[config.mk]
export PLATFORM = sky130hd
export DESIGN_NAME = step_counter
export DESIGN_NICKNAME = d
export VERILOG_FILES = /design/src/rtl/step_counter_pkg.sv /design/src/rtl/step_counter_next.sv /design/src/rtl/step_counter.sv
export SDC_FILE = /design/constraint.sdc
export NUM_CORES = 1
export LEC_CHECK = 0
export ABC_AREA = 1
export CORE_ASPECT_RATIO = 1.25
export CORE_UTILIZATION = 45
export DETAILED_ROUTE_END_ITERATION = 12
export HOLD_SLACK_MARGIN = 0.1
export PLACE_DENSITY = 0.65
export SLEW_MARGIN = 20
export SYNTH_ARGS = -nofsm -noshare
export SYNTH_HDL_FRONTEND = slang
export SYNTH_SLANG_ARGS = --single-unit
export TNS_END_PERCENT = 10
[constraint.sdc]
create_clock -name clk -period 4.59 [get_ports clk]
set_clock_uncertainty 0.1 [all_clocks]
set_input_delay 0.918 -clock clk [delete_from_list [all_inputs] [get_ports clk]]
set_output_delay 0.918 -clock clk [all_outputs]
set_load 0.005 [all_outputs]
[src/rtl/step_counter_pkg.sv]
// Shared constants for step_counter and the code that drives it.
//   DIR_UP / DIR_DOWN   : values of the 'up' input
//   MODE_WRAP / MODE_SAT: values of the 'sat' input
package step_counter_pkg;

  localparam logic DIR_UP    = 1'b1;
  localparam logic DIR_DOWN  = 1'b0;
  localparam logic MODE_WRAP = 1'b0;
  localparam logic MODE_SAT  = 1'b1;

endpackage

[src/rtl/step_counter_next.sv]
// Combinational next-count unit for step_counter.
// Ports:
//   q         : current count
//   up        : 1 = add STEP, 0 = subtract STEP
//   sat       : 1 = clamp at the range edge, 0 = wrap within [0, lim]
//   lim       : inclusive upper bound of the count range
//   q_next    : count after one enabled step
//   limit_hit : the step clamped or wrapped at a range edge
module step_counter_next
  import step_counter_pkg::*;
#(
  parameter int unsigned DATAWIDTH = 32,
  parameter int unsigned STEP      = 1
) (
  input  logic [DATAWIDTH-1:0] q,
  input  logic                 up,
  input  logic                 sat,
  input  logic [DATAWIDTH-1:0] lim,
  output logic [DATAWIDTH-1:0] q_next,
  output logic                 limit_hit
);

  localparam int unsigned WideW = DATAWIDTH + 1;
  localparam logic [DATAWIDTH:0] StepWide = WideW'(STEP);
  localparam logic [DATAWIDTH:0] OneWide  = WideW'(1);

  // One extra bit keeps q+STEP and lim+1 exact even when lim is all-ones.
  logic [DATAWIDTH:0]   q_wide;
  logic [DATAWIDTH:0]   lim_wide;
  logic [DATAWIDTH:0]   span;
  logic [DATAWIDTH:0]   sum;
  logic [DATAWIDTH-1:0] up_wrap;
  logic [DATAWIDTH-1:0] dn_step;
  logic [DATAWIDTH-1:0] dn_wrap;

  assign q_wide   = {1'b0, q};
  assign lim_wide = {1'b0, lim};
  assign span     = lim_wide + OneWide;
  assign sum      = q_wide + StepWide;
  // Each result below is known to fit in DATAWIDTH bits on the path that uses it.
  assign up_wrap  = DATAWIDTH'(sum - span);
  assign dn_step  = DATAWIDTH'(q_wide - StepWide);
  assign dn_wrap  = DATAWIDTH'(q_wide + span - StepWide);

  always_comb begin
    q_next    = q;
    limit_hit = 1'b0;
    if (q > lim) begin
      // Out of range after a load or a lim change: pull back to the bound.
      q_next = lim;
    end else if (up == DIR_UP) begin
      if (sum <= lim_wide) begin
        q_next = sum[DATAWIDTH-1:0];
      end else begin
        limit_hit = 1'b1;
        q_next    = (sat == MODE_SAT) ? lim : up_wrap;
      end
    end else begin
      if (q_wide >= StepWide) begin
        q_next = dn_step;
      end else begin
        limit_hit = 1'b1;
        q_next    = (sat == MODE_SAT) ? '0 : dn_wrap;
      end
    end
  end

endmodule

[src/rtl/step_counter.sv]
// Registered up/down counter with configurable step, run-time bound and
// per-cycle saturate/wrap choice.
// Ports:
//   clk, rst : clock and synchronous active-high reset
//   load, d  : load d into q (unchecked against lim)
//   en       : take one step this cycle
//   up, sat  : direction and saturate/wrap mode, used only on enabled steps
//   lim      : inclusive upper bound of the count range
//   q        : registered count
//   tc       : registered one-cycle pulse when a step clamps or wraps
//   zero     : q == 0, decoded straight from the q register
module step_counter
  import step_counter_pkg::*;
#(
  parameter int unsigned DATAWIDTH = 32,
  parameter int unsigned STEP      = 1
) (
  input  logic                 clk,
  input  logic                 rst,
  input  logic                 load,
  input  logic [DATAWIDTH-1:0] d,
  input  logic                 en,
  input  logic                 up,
  input  logic                 sat,
  input  logic [DATAWIDTH-1:0] lim,
  output logic [DATAWIDTH-1:0] q,
  output logic                 tc,
  output logic                 zero
);

  logic [DATAWIDTH-1:0] q_next;
  logic                 limit_hit;

  step_counter_next #(
    .DATAWIDTH(DATAWIDTH),
    .STEP     (STEP)
  ) u_next (
    .q        (q),
    .up       (up),
    .sat      (sat),
    .lim      (lim),
    .q_next   (q_next),
    .limit_hit(limit_hit)
  );

  always_ff @(posedge clk) begin
    if (rst) begin
      q  <= '0;
      tc <= 1'b0;
    end else if (load) begin
      q  <= d;
      tc <= 1'b0;
    end else if (en) begin
      q  <= q_next;
      tc <= limit_hit;
    end else begin
      tc <= 1'b0;
    end
  end

  assign zero = (q == '0);

endmodule

==> summary.txt <==
outcome = finished, violations left
violated checks = setup timing
die area = 25,400 um^2
routed length per instance = 22.2 um
initial antenna violation count = 0
worst slew pin tran = 0.794 ns
Finish-stage setup viols = 10
crit path max fanout = 6
cells after synthesis = 1,955
slew margin rel. = 47.1%
top cell type's share of synthesized area = 18.2%
first-pass detailed-route iteration total = 8
total CTS buffers = 5
Final Hold Vio Count = 0
post-route DRC violation count = 0
gr usage total = 48.8%
ys flop type = dfxtp_1
Die W = 143 um
Leakage = 8.06 nW
CTS tree = built
RSZ-0062 raised after global routing = yes
slowest stage delay, CP = 0.35 ns
Root Driver = clkbuf_16
Clk pin slew, worst setup/hold paths = 0.07 ns
Hold Buf Count CTS = 0
met2 Track Usage GR = 78.7%
Max Fclk = 209 MHz
busiest layer in global routing = met2
number of vias per cell = 5.83
Worst Hold Class = register to register
post-synthesis register bit count = 33
pin count of the biggest net entering global routing = 41
CP top delay family = simple AND/OR/NAND/NOR gates
Slowest cell on crit path = dfxtp_2
H-tree levels = 2
routed wire length = 60,400 um
Yosys warning count = 0
met1 Resource Use GR = 46.9%
CORE AREA = 24,300 um^2
global route total overflow = 0
Post-DP HPWL = 49,000 um
worst-skew pair later-pin latency = 0.30 ns
Seq/Total Area, Yosys = 5.94%
register area = 663 um^2
vias = 15,900
largest area contributor in the netlist = nand2_1
Rows = 64
met3 usage = 14.8%
area growth from synthesis to layout = 41.6%
Final min period = 4.79 ns
nets = 2,592
crit path capture type = register
syn_area_per_cell = 5.69 um^2
max-slew violation count = 0
fin area = 15,800 um^2
CP required = 4.67 ns
Synth Cell Area = 11,100 um^2
ANT nets after route = 0
Worst Slack Setup Final = -0.199 ns
library cells used by synthesis = 59
Worst Path Buf+Inv = 5
Final period util = 104%
number of DRC markers in iteration 0 = 1,345
first-pass GRT wire length = 90,100 um
die height = 178 um
net count after synthesis = 2,158
number of enable-type register cells in the synthesized netlist = 0
CTS Buffer Depth = 2
max_cap viols = 0
Clock Sink Count = 33
PD cells = 204 nW/um^2
Worst VDD drop = 143 uV
IO Port Bufs = 103
CP Class = register to register
# IOs = 104
FFs w/ async S/R, synth = 0%
Synth area leaders = nand2_1, ha_1, a21oi_1
multi-input logic area = 9730 um^2
vias in the first global route = 15,300
Placed Cells = 2,701
crit path launch type = register
layout cells sized above 1 = 24.5%
Fillers = 2,474
gpl congestion = 1.06
Worst EP arrival = 4.87 ns
Post-Place Cell Area = 15,100 um^2
Starting Density = 45.7%
non-filler cells, final = 2,721
state kept, by name, indices dropped and copies added, names as in the netlist:
register and flops:
q 32, tc 1
Yosys cell counts, types with 3 or more instances:
cell type  count
or2_2          8
nor2_1       174
clkbuf_1      22
inv_1        209
nor4_1        14
nand4_1       44
a211oi_1       7
nand3b_1       4
buf_4          5
nand2_4       11
ha_1         131
xor2_1        80
o21ai_1       10
o211ai_1      11
a21o_1         3
buf_6          3
o21ai_0      100
a21oi_2        5
dfxtp_1       33
xnor2_1       13
nand2_2       40
a21oi_1      191
buf_2         25
o21a_1         5
nand3_2        9
a31oi_1        8
a22oi_1       26
o22ai_1        8
o21bai_1       3
nor2_4        16
inv_2         14
nor2_2        18
nor3_1        22
nand2_1      540
nand3_1      114
worst paths after layout:
| check | startpoint | endpoint | slack [ns] | cells after the start |
|---|---|---|---|---|
| worst max-delay path | q[1]$_SDFFE_PP0P_ | q[9]$_SDFFE_PP0P_ | -0.20 | 26 |
| worst min-delay path | q[18]$_SDFFE_PP0P_ | q[18]$_SDFFE_PP0P_ | 0.52 | 2 |
| worst max register to register | q[1]$_SDFFE_PP0P_ | q[9]$_SDFFE_PP0P_ | -0.20 | 26 |
| worst min register to register | q[18]$_SDFFE_PP0P_ | q[18]$_SDFFE_PP0P_ | 0.52 | 2 |
area by class of cell:
| type | count | share of cell area (%) |
|---|---|---|
| tap | 330 | 2.62 |
| antenna | 1 | 0.0159 |
| clock buffer | 5 | 0.794 |
| inverter | 226 | 5.41 |
| multi-input combinational | 1640 | 61.7 |
| clock inverter | 3 | 0.294 |
| sequential | 33 | 4.21 |
| timing repair buffer | 483 | 24.9 |
placed cells by master (no fill, tap or decap), types with 20 or more instances in the layout:
cell	instances
clkdlybuf4s50_1	94
nand4_1	44
nor2_4	20
dfxtp_1	31
nor2_2	25
xor2_1	75
ha_1	128
nand2_2	45
inv_1	206
buf_4	374
nor2_1	163
a22oi_1	26
nand2_1	533
o21ai_0	97
a21oi_1	178
nand3_1	106
where the power goes:
part / leakage (nW) / internal [W] / switching, W / total [W]
logic: 7.70 / 0.00103 / 0.00143 / 0.00245
clock network: 0.0800 / 0.000258 / 0.000164 / 0.000422
registers: 0.273 / 0.000311 / 0.0000357 / 0.000346
total: 8.06 / 0.00160 / 0.00163 / 0.00322
logic make-up after synthesis:
logic type | Yosys count | synth area share, %
compound gates | 387 | 19.3
xor+xnor | 94 | 7.46
fa+ha+maj | 133 | 15.1
buf+inv | 282 | 10.2
flops | 33 | 5.94
simple gates | 1026 | 42.0
worst min-delay path, delay by kind of cell, from the launching register on:
kind	cells	cell delay [ns]
AO/OA/AOI/OAI	2	0.24
flip-flops	1	0.34
metrics by stage:
stage                     hold slack, ns  TNS [ns]  total power (W)  utilization [%]  setup slack [ns]
after floorplan                    0.550         0          0.00154                -             0.541
after global placement             0.497     -8.29          0.00261             62.0            -0.521
after detailed placement           0.513     -9.94          0.00264             62.0            -0.638
after CTS                          0.527         0          0.00309             63.5            0.0196
after global routing               0.544     -4.60          0.00343             64.7            -0.222
final                              0.520    -0.624          0.00322             64.8            -0.199
layer usage:
metal	share of wire (%)	wire, um
met3	7.6	4580
met4	14	8470
met1	33	19900
met2	45	27400
met5	0	0
timing repair:
item | in CTS | in global routing
resized for setup | 35 | 67
pin swaps | 12 | 23
setup endpoints to repair | 23 | 33
setup buffers | 7 | 4
Note: power is estimated with default switching activity, not from simulation.
